<file path="src/rtl/rv_mem_arb_pkg.sv">
// Shared types and defaults for rv_mem_arb: the core data-request struct,
// the arbiter state encoding and the registered shared-memory request bundle.
package rv_mem_arb_pkg;

    localparam int CORE_ADDR_W          = 32;
    localparam int CORE_DATA_W          = 32;
    localparam int ARB_STARVE_LIMIT_DEF = 4;
    localparam int ARB_MAX_WAIT_DEF     = 16;

    typedef struct packed {
        logic                   rd_en;
        logic                   wr_en;
        logic [CORE_ADDR_W-1:0] addr;
        logic [CORE_DATA_W-1:0] wr_data;
    } t_core2mem_req;

    typedef enum logic [1:0] {
        IDLE   = 2'd0,
        BUSY_I = 2'd1,
        BUSY_D = 2'd2
    } t_arb_state;

    typedef struct packed {
        logic                   req;
        logic                   we;
        logic [CORE_ADDR_W-1:0] addr;
        logic [CORE_DATA_W-1:0] wdata;
    } t_mem_bus_req;

    function automatic logic dmem_active(input t_core2mem_req r);
        return r.rd_en | r.wr_en;
    endfunction

endpackage

</file>
<file path="src/rtl/rv_mem_arb.sv">
// Arbitrates instruction fetch and data accesses onto one shared single-port
// memory, one access outstanding at a time, with fetch anti-starvation and timeout.
module rv_mem_arb
    import rv_mem_arb_pkg::*;
#(
    parameter int ADDR_W       = 32,
    parameter int DATA_W       = 32,
    parameter int STARVE_LIMIT = ARB_STARVE_LIMIT_DEF,
    parameter int MAX_WAIT     = ARB_MAX_WAIT_DEF
) (
    input  logic              clk,
    input  logic              rst,
    input  logic              if_req,
    input  logic [ADDR_W-1:0] if_addr,
    output logic [DATA_W-1:0] if_rd_data,
    output logic              if_valid,
    input  t_core2mem_req     core2dmem_req,
    output logic [DATA_W-1:0] dmem_rd_data,
    output logic              dmem_done,
    output logic              stall_if,
    output logic              stall_ma,
    output logic              mem_req,
    output logic              mem_we,
    output logic [ADDR_W-1:0] mem_addr,
    output logic [DATA_W-1:0] mem_wdata,
    input  logic              mem_ack,
    input  logic [DATA_W-1:0] mem_rdata,
    output logic              mem_err
);

    localparam int WAIT_W   = $clog2(MAX_WAIT) + 1;
    localparam int STARVE_W = $clog2(STARVE_LIMIT) + 1;

    localparam logic [WAIT_W-1:0]   WAIT_LAST  = WAIT_W'(MAX_WAIT - 1);
    localparam logic [WAIT_W-1:0]   WAIT_SAT   = {WAIT_W{1'b1}};
    localparam logic [WAIT_W-1:0]   WAIT_ZERO  = {WAIT_W{1'b0}};
    localparam logic [WAIT_W-1:0]   WAIT_ONE   = WAIT_W'(1);
    localparam logic [STARVE_W-1:0] STARVE_LIM = STARVE_W'(STARVE_LIMIT);
    localparam logic [STARVE_W-1:0] STARVE_SAT = {STARVE_W{1'b1}};
    localparam logic [STARVE_W-1:0] STARVE_ONE = STARVE_W'(1);
    localparam logic [DATA_W-1:0]   DATA_ZERO  = {DATA_W{1'b0}};

    t_arb_state          state_r, state_s;
    t_mem_bus_req        bus_r, bus_s;
    logic [WAIT_W-1:0]   wait_cnt_r, wait_cnt_s;
    logic [STARVE_W-1:0] starve_cnt_r, starve_cnt_s;
    logic [DATA_W-1:0]   if_rd_data_r, if_rd_data_s;
    logic [DATA_W-1:0]   dmem_rd_data_r, dmem_rd_data_s;
    logic                if_valid_r, if_valid_s;
    logic                dmem_done_r, dmem_done_s;
    logic                mem_err_r, mem_err_s;
    logic                timeout_s;
    logic                dmem_active_s;

    assign dmem_active_s = dmem_active(core2dmem_req);

    // Grant selection in IDLE, completion/timeout handling while busy
    always_comb begin
        state_s        = state_r;
        bus_s          = bus_r;
        wait_cnt_s     = wait_cnt_r;
        starve_cnt_s   = starve_cnt_r;
        if_rd_data_s   = if_rd_data_r;
        dmem_rd_data_s = dmem_rd_data_r;
        if_valid_s     = 1'b0;
        dmem_done_s    = 1'b0;
        mem_err_s      = mem_err_r;
        timeout_s      = 1'b0;
        case (state_r)
            IDLE: begin
                wait_cnt_s = WAIT_ZERO;
                // Data wins unless a waiting fetch has already been passed over STARVE_LIMIT times
                if (dmem_active_s && (!if_req || (starve_cnt_r < STARVE_LIM))) begin
                    bus_s.req   = 1'b1;
                    bus_s.we    = core2dmem_req.wr_en;
                    bus_s.addr  = core2dmem_req.addr;
                    bus_s.wdata = core2dmem_req.wr_data;
                    state_s     = BUSY_D;
                    if (if_req) begin
                        starve_cnt_s = (starve_cnt_r == STARVE_SAT) ? starve_cnt_r : starve_cnt_r + STARVE_ONE;
                    end else begin
                        starve_cnt_s = starve_cnt_r;
                    end
                end else if (if_req) begin
                    bus_s.req    = 1'b1;
                    bus_s.we     = 1'b0;
                    bus_s.addr   = CORE_ADDR_W'(if_addr);
                    bus_s.wdata  = {CORE_DATA_W{1'b0}};
                    state_s      = BUSY_I;
                    starve_cnt_s = {STARVE_W{1'b0}};
                end else begin
                    bus_s.req = 1'b0;
                    state_s   = IDLE;
                end
            end
            BUSY_I, BUSY_D: begin
                timeout_s = !mem_ack && (wait_cnt_r == WAIT_LAST);
                if (mem_ack || timeout_s) begin
                    bus_s.req  = 1'b0;
                    state_s    = IDLE;
                    wait_cnt_s = WAIT_ZERO;
                    mem_err_s  = mem_err_r | timeout_s;
                    // A timed-out access still completes, returning zero data
                    if (state_r == BUSY_I) begin
                        if_valid_s   = 1'b1;
                        if_rd_data_s = mem_ack ? mem_rdata : DATA_ZERO;
                    end else begin
                        dmem_done_s    = 1'b1;
                        dmem_rd_data_s = (mem_ack && !bus_r.we) ? mem_rdata : DATA_ZERO;
                    end
                end else begin
                    wait_cnt_s = (wait_cnt_r == WAIT_SAT) ? wait_cnt_r : wait_cnt_r + WAIT_ONE;
                end
            end
            default: begin
                state_s   = IDLE;
                bus_s.req = 1'b0;
            end
        endcase
    end

    // State and output registers; reset abandons any outstanding access
    always_ff @(posedge clk or negedge rst) begin
        if (!rst) begin
            state_r        <= IDLE;
            bus_r          <= '{req: 1'b0, we: 1'b0, addr: {CORE_ADDR_W{1'b0}}, wdata: {CORE_DATA_W{1'b0}}};
            wait_cnt_r     <= WAIT_ZERO;
            starve_cnt_r   <= {STARVE_W{1'b0}};
            if_rd_data_r   <= DATA_ZERO;
            dmem_rd_data_r <= DATA_ZERO;
            if_valid_r     <= 1'b0;
            dmem_done_r    <= 1'b0;
            mem_err_r      <= 1'b0;
        end else begin
            state_r        <= state_s;
            bus_r          <= bus_s;
            wait_cnt_r     <= wait_cnt_s;
            starve_cnt_r   <= starve_cnt_s;
            if_rd_data_r   <= if_rd_data_s;
            dmem_rd_data_r <= dmem_rd_data_s;
            if_valid_r     <= if_valid_s;
            dmem_done_r    <= dmem_done_s;
            mem_err_r      <= mem_err_s;
        end
    end

    assign mem_req      = bus_r.req;
    assign mem_we       = bus_r.we;
    assign mem_addr     = bus_r.addr[ADDR_W-1:0];
    assign mem_wdata    = bus_r.wdata[DATA_W-1:0];
    assign if_rd_data   = if_rd_data_r;
    assign if_valid     = if_valid_r;
    assign dmem_rd_data = dmem_rd_data_r;
    assign dmem_done    = dmem_done_r;
    assign mem_err      = mem_err_r;

    // The done pulse releases the stall in the cycle the result is consumed
    assign stall_if = if_req & ~if_valid_r;
    assign stall_ma = dmem_active_s & ~dmem_done_r;

endmodule

</file>
<file path="config.mk">
export PLATFORM = sky130hd
export DESIGN_NAME = rv_mem_arb
export DESIGN_NICKNAME = d
export VERILOG_FILES = /design/src/rtl/rv_mem_arb_pkg.sv /design/src/rtl/rv_mem_arb.sv
export SDC_FILE = /design/constraint.sdc
export NUM_CORES = 1
export LEC_CHECK = 0
export ABC_AREA = 1
export BUFFER_PORTS_ARGS = -buffer_cell sky130_fd_sc_hd__buf_2
export CAP_MARGIN = 20
export CORE_MARGIN = 10
export CORE_UTILIZATION = 52
export CTS_CLUSTER_SIZE = 28
export DETAILED_ROUTE_END_ITERATION = 8
export PLACE_DENSITY = 0.84
export SLEW_MARGIN = 20
export SYNTH_ARGS = -nofsm -noshare
export SYNTH_HDL_FRONTEND = slang
export SYNTH_SLANG_ARGS = --single-unit
</file>
<file path="constraint.sdc">
create_clock -name clk -period 4.34 [get_ports clk]
set_clock_uncertainty 0.05 [all_clocks]
set_input_delay 0.651 -clock clk [delete_from_list [all_inputs] [get_ports clk]]
set_output_delay 0.651 -clock clk [all_outputs]
set_load 0.01 [all_outputs]
</file>
==> results.toml <==
[worst_hold_path]
hold_class = "primary input to asynchronous set/reset pin"

[synthesis]
syn_area_mm2 = 0.00650
synth_cells = 770
synth_sequential_area_ratio_pct = 55.1
ys_ff_latch = 143
synth_warnings = 0
synth_cell_types = 24
syn_nets = 911
avgSynthCellArea_um2 = 8.44

[pwr]
ir_drop_v = 0.000399
power_density_mw_per_mm2 = 713
power.leakage_nw = 4.78

[worst_setup_path]
crit_required_ps = 4590
arrival_ps = 3040
start_kind = "register"
critPathTopFamily = "buffers and inverters"
endpoint_kind = "register"
crit_type = "register to register"
path_cells = "ha_1 -> buf_4 -> inv_2 -> nand3_2 -> buf_4 -> nand2_1 -> o21ai_1"
cp.buffers_inverters = 3
slowest_stage = "nand3_2"
crit_top_cell = "buf_4"
slowest_delay_ps = 660
worst-path-max-fanout = 38

[finish]
register_area_mm2 = 0.00358
final_cell_mix = "buf_2, nand2_1, dfrtp_1, nand3_1, inv_1"
fill_cells = 992
layout-drive-gt1-share_pct = 31.3
nNetsFinal = 1152
area_growth_pct = 30.2
layout_commonest_cell = "buf_2"
multi_input_area_mm2 = 0.00245

[drt]
wl_um = 20700
dr.pass1.iters = 5
wl_per_cell_um = 17.3
via_per_inst = 5.24
antenna_left = 0
vias = 6257
drc = 0
drt_iter0_markers = 589

[clock_tree]
cts_hold_buf = 0
clockBufferDepth = 2
cts_tree = "built"
htree_levels = 4
clk_pin_slew_ps = 60
clk_latency_ps = 420
cts-buffers-inserted = 17
cts_resized = 0
cts_setup_buffers = 0
cts_root_buffer = "clkbuf_16"
numClockSinks = 143

[timing]
drv_slew = 0
max_slew_margin_pct = 43.8
grt_setup_unrepaired = "false"
setup_tns_ps = 0
fmax_ghz = 0.358
fin_ws_ps = 1550
finalCritPeriodShare_pct = 64.3
worstMarginPinSlew_ps = 843
finalHoldViolCount = 0
setup_viol_count_final = 0
timing.final.crit_period_ps = 2790

[floorplanning]
initial_core_util_pct = 53.7
ios = 269
core_mm2 = 0.0121
dieArea_mm2 = 0.0174
num_rows = 40
die_w_um = 132
die_h_um = 132

[place]
io_buffers = 268
dp_hpwl_um = 14600
dp_slack_ps = 1270
place_congestion = 0.859

[status]
status = "finished clean"

[grt]
grt_max_degree = 93
grt_pass1_wl_um = 32700
grtUsageTotal_pct = 23.1
grt_overflow = 0
grt_pass1_vias = 6172
grt_antenna_before_repair = 2

[run]
max_cap_viol_count = 0
metal layers:
layer	track usage [%]	vias to the layer above	part of all wire, %
met5	0	-	0.063
met3	8.92	40	10
met4	9.58	2	2.6
met2	36.5	301	48
li1	-	2970	-
met1	27.5	2944	39
cells by family (layout without fill, tap and decap cells):
kind of cell	after synthesis	in the layout	share of synthesized area, %
compound gates	72	72	5.64
other cells	0	1	0
simple gates	442	442	30.5
flops	143	143	55.1
buf+inv	106	360	7.43
fa+ha+maj	7	7	1.35
state kept, by name, indices dropped and copies added (netlist names), 2 cells and up:
register and cells:
mem_wdata 32, if_rd_data 32, starve_cnt_r 3, state_r 2, wait_cnt_r 5, mem_addr 32
dmem_rd_data 32
final cells by class:
type                            count  share of cell area (%)
Timing Repair Buffer              275                    16.8
Antenna cell                        1                  0.0296
Sequential cell                   143                    42.3
Clock buffer                       21                    5.56
Tap cell                          168                    2.48
Clock inverter                     11                    1.54
Inverter                           53                    2.35
Multi-Input combinational cell    521                    29.0
final timing paths:
kind | from | to | slack (ps) | cells past startpoint
setup / recovery | state_r[0]$_DFFE_PN0P_ | dmem_rd_data[1]$_DFFE_PN0P_ | 1550 | 7
hold / removal | rst | mem_addr[0]$_DFFE_PN0P_ | 270 | 1
setup reg to reg | state_r[0]$_DFFE_PN0P_ | dmem_rd_data[1]$_DFFE_PN0P_ | 1550 | 7
hold reg to reg | mem_err$_DFFE_PN0P_ | mem_err$_DFFE_PN0P_ | 410 | 1
max in group asynchronous | rst | mem_addr[1]$_DFFE_PN0P_ | 3060 | 2
min in group clk | core2dmem_req[13] | mem_wdata[13]$_DFFE_PN0P_ | 370 | 3
synthesized netlist by cell type:
master / count / area, µm²
a21boi_1: 1 / 7.51
a21oi_1: 1 / 5.00
a31o_2: 1 / 8.76
buf_1: 2 / 7.51
buf_2: 19 / 95.1
buf_4: 10 / 75.1
buf_6: 3 / 33.8
clkbuf_1: 18 / 67.6
clkbuf_2: 1 / 5.00
dfrtp_1: 143 / 3580
ha_1: 7 / 87.6
inv_1: 49 / 184
inv_2: 4 / 15.0
nand2_1: 256 / 961
nand2_2: 2 / 12.5
nand2_4: 1 / 11.3
nand3_1: 135 / 676
nand3b_1: 33 / 248
nand4_1: 1 / 6.26
nor2_1: 11 / 41.3
nor2_2: 1 / 6.26
nor2_4: 2 / 22.5
o21ai_0: 37 / 185
o21ai_1: 32 / 160
report_power, final:
part           total, W  switching (W)  internal, W  leakage (nW)
logic           0.00233        0.00149     0.000835          2.68
registers       0.00223       0.000317      0.00191          1.82
clock network   0.00148       0.000579     0.000897         0.283
stage by stage:
| step | total power [W] | hold WS, ps | area (µm²) | utilization, % | instances |
|---|---|---|---|---|---|
| after floorplan | 0.00357 | 305 | 6500 | - | 770 |
| after global placement | 0.00448 | 401 | 7830 | 64.6 | 1159 |
| after detailed placement | 0.00456 | 405 | 7830 | 64.7 | 1159 |
| after CTS | 0.00605 | 280 | 8430 | 69.6 | 1191 |
| after global routing | 0.00646 | 320 | 8460 | 69.9 | 1193 |
| final | 0.00604 | 266 | 8460 | 69.9 | 1193 |
Power figures use the tool's default switching activity.
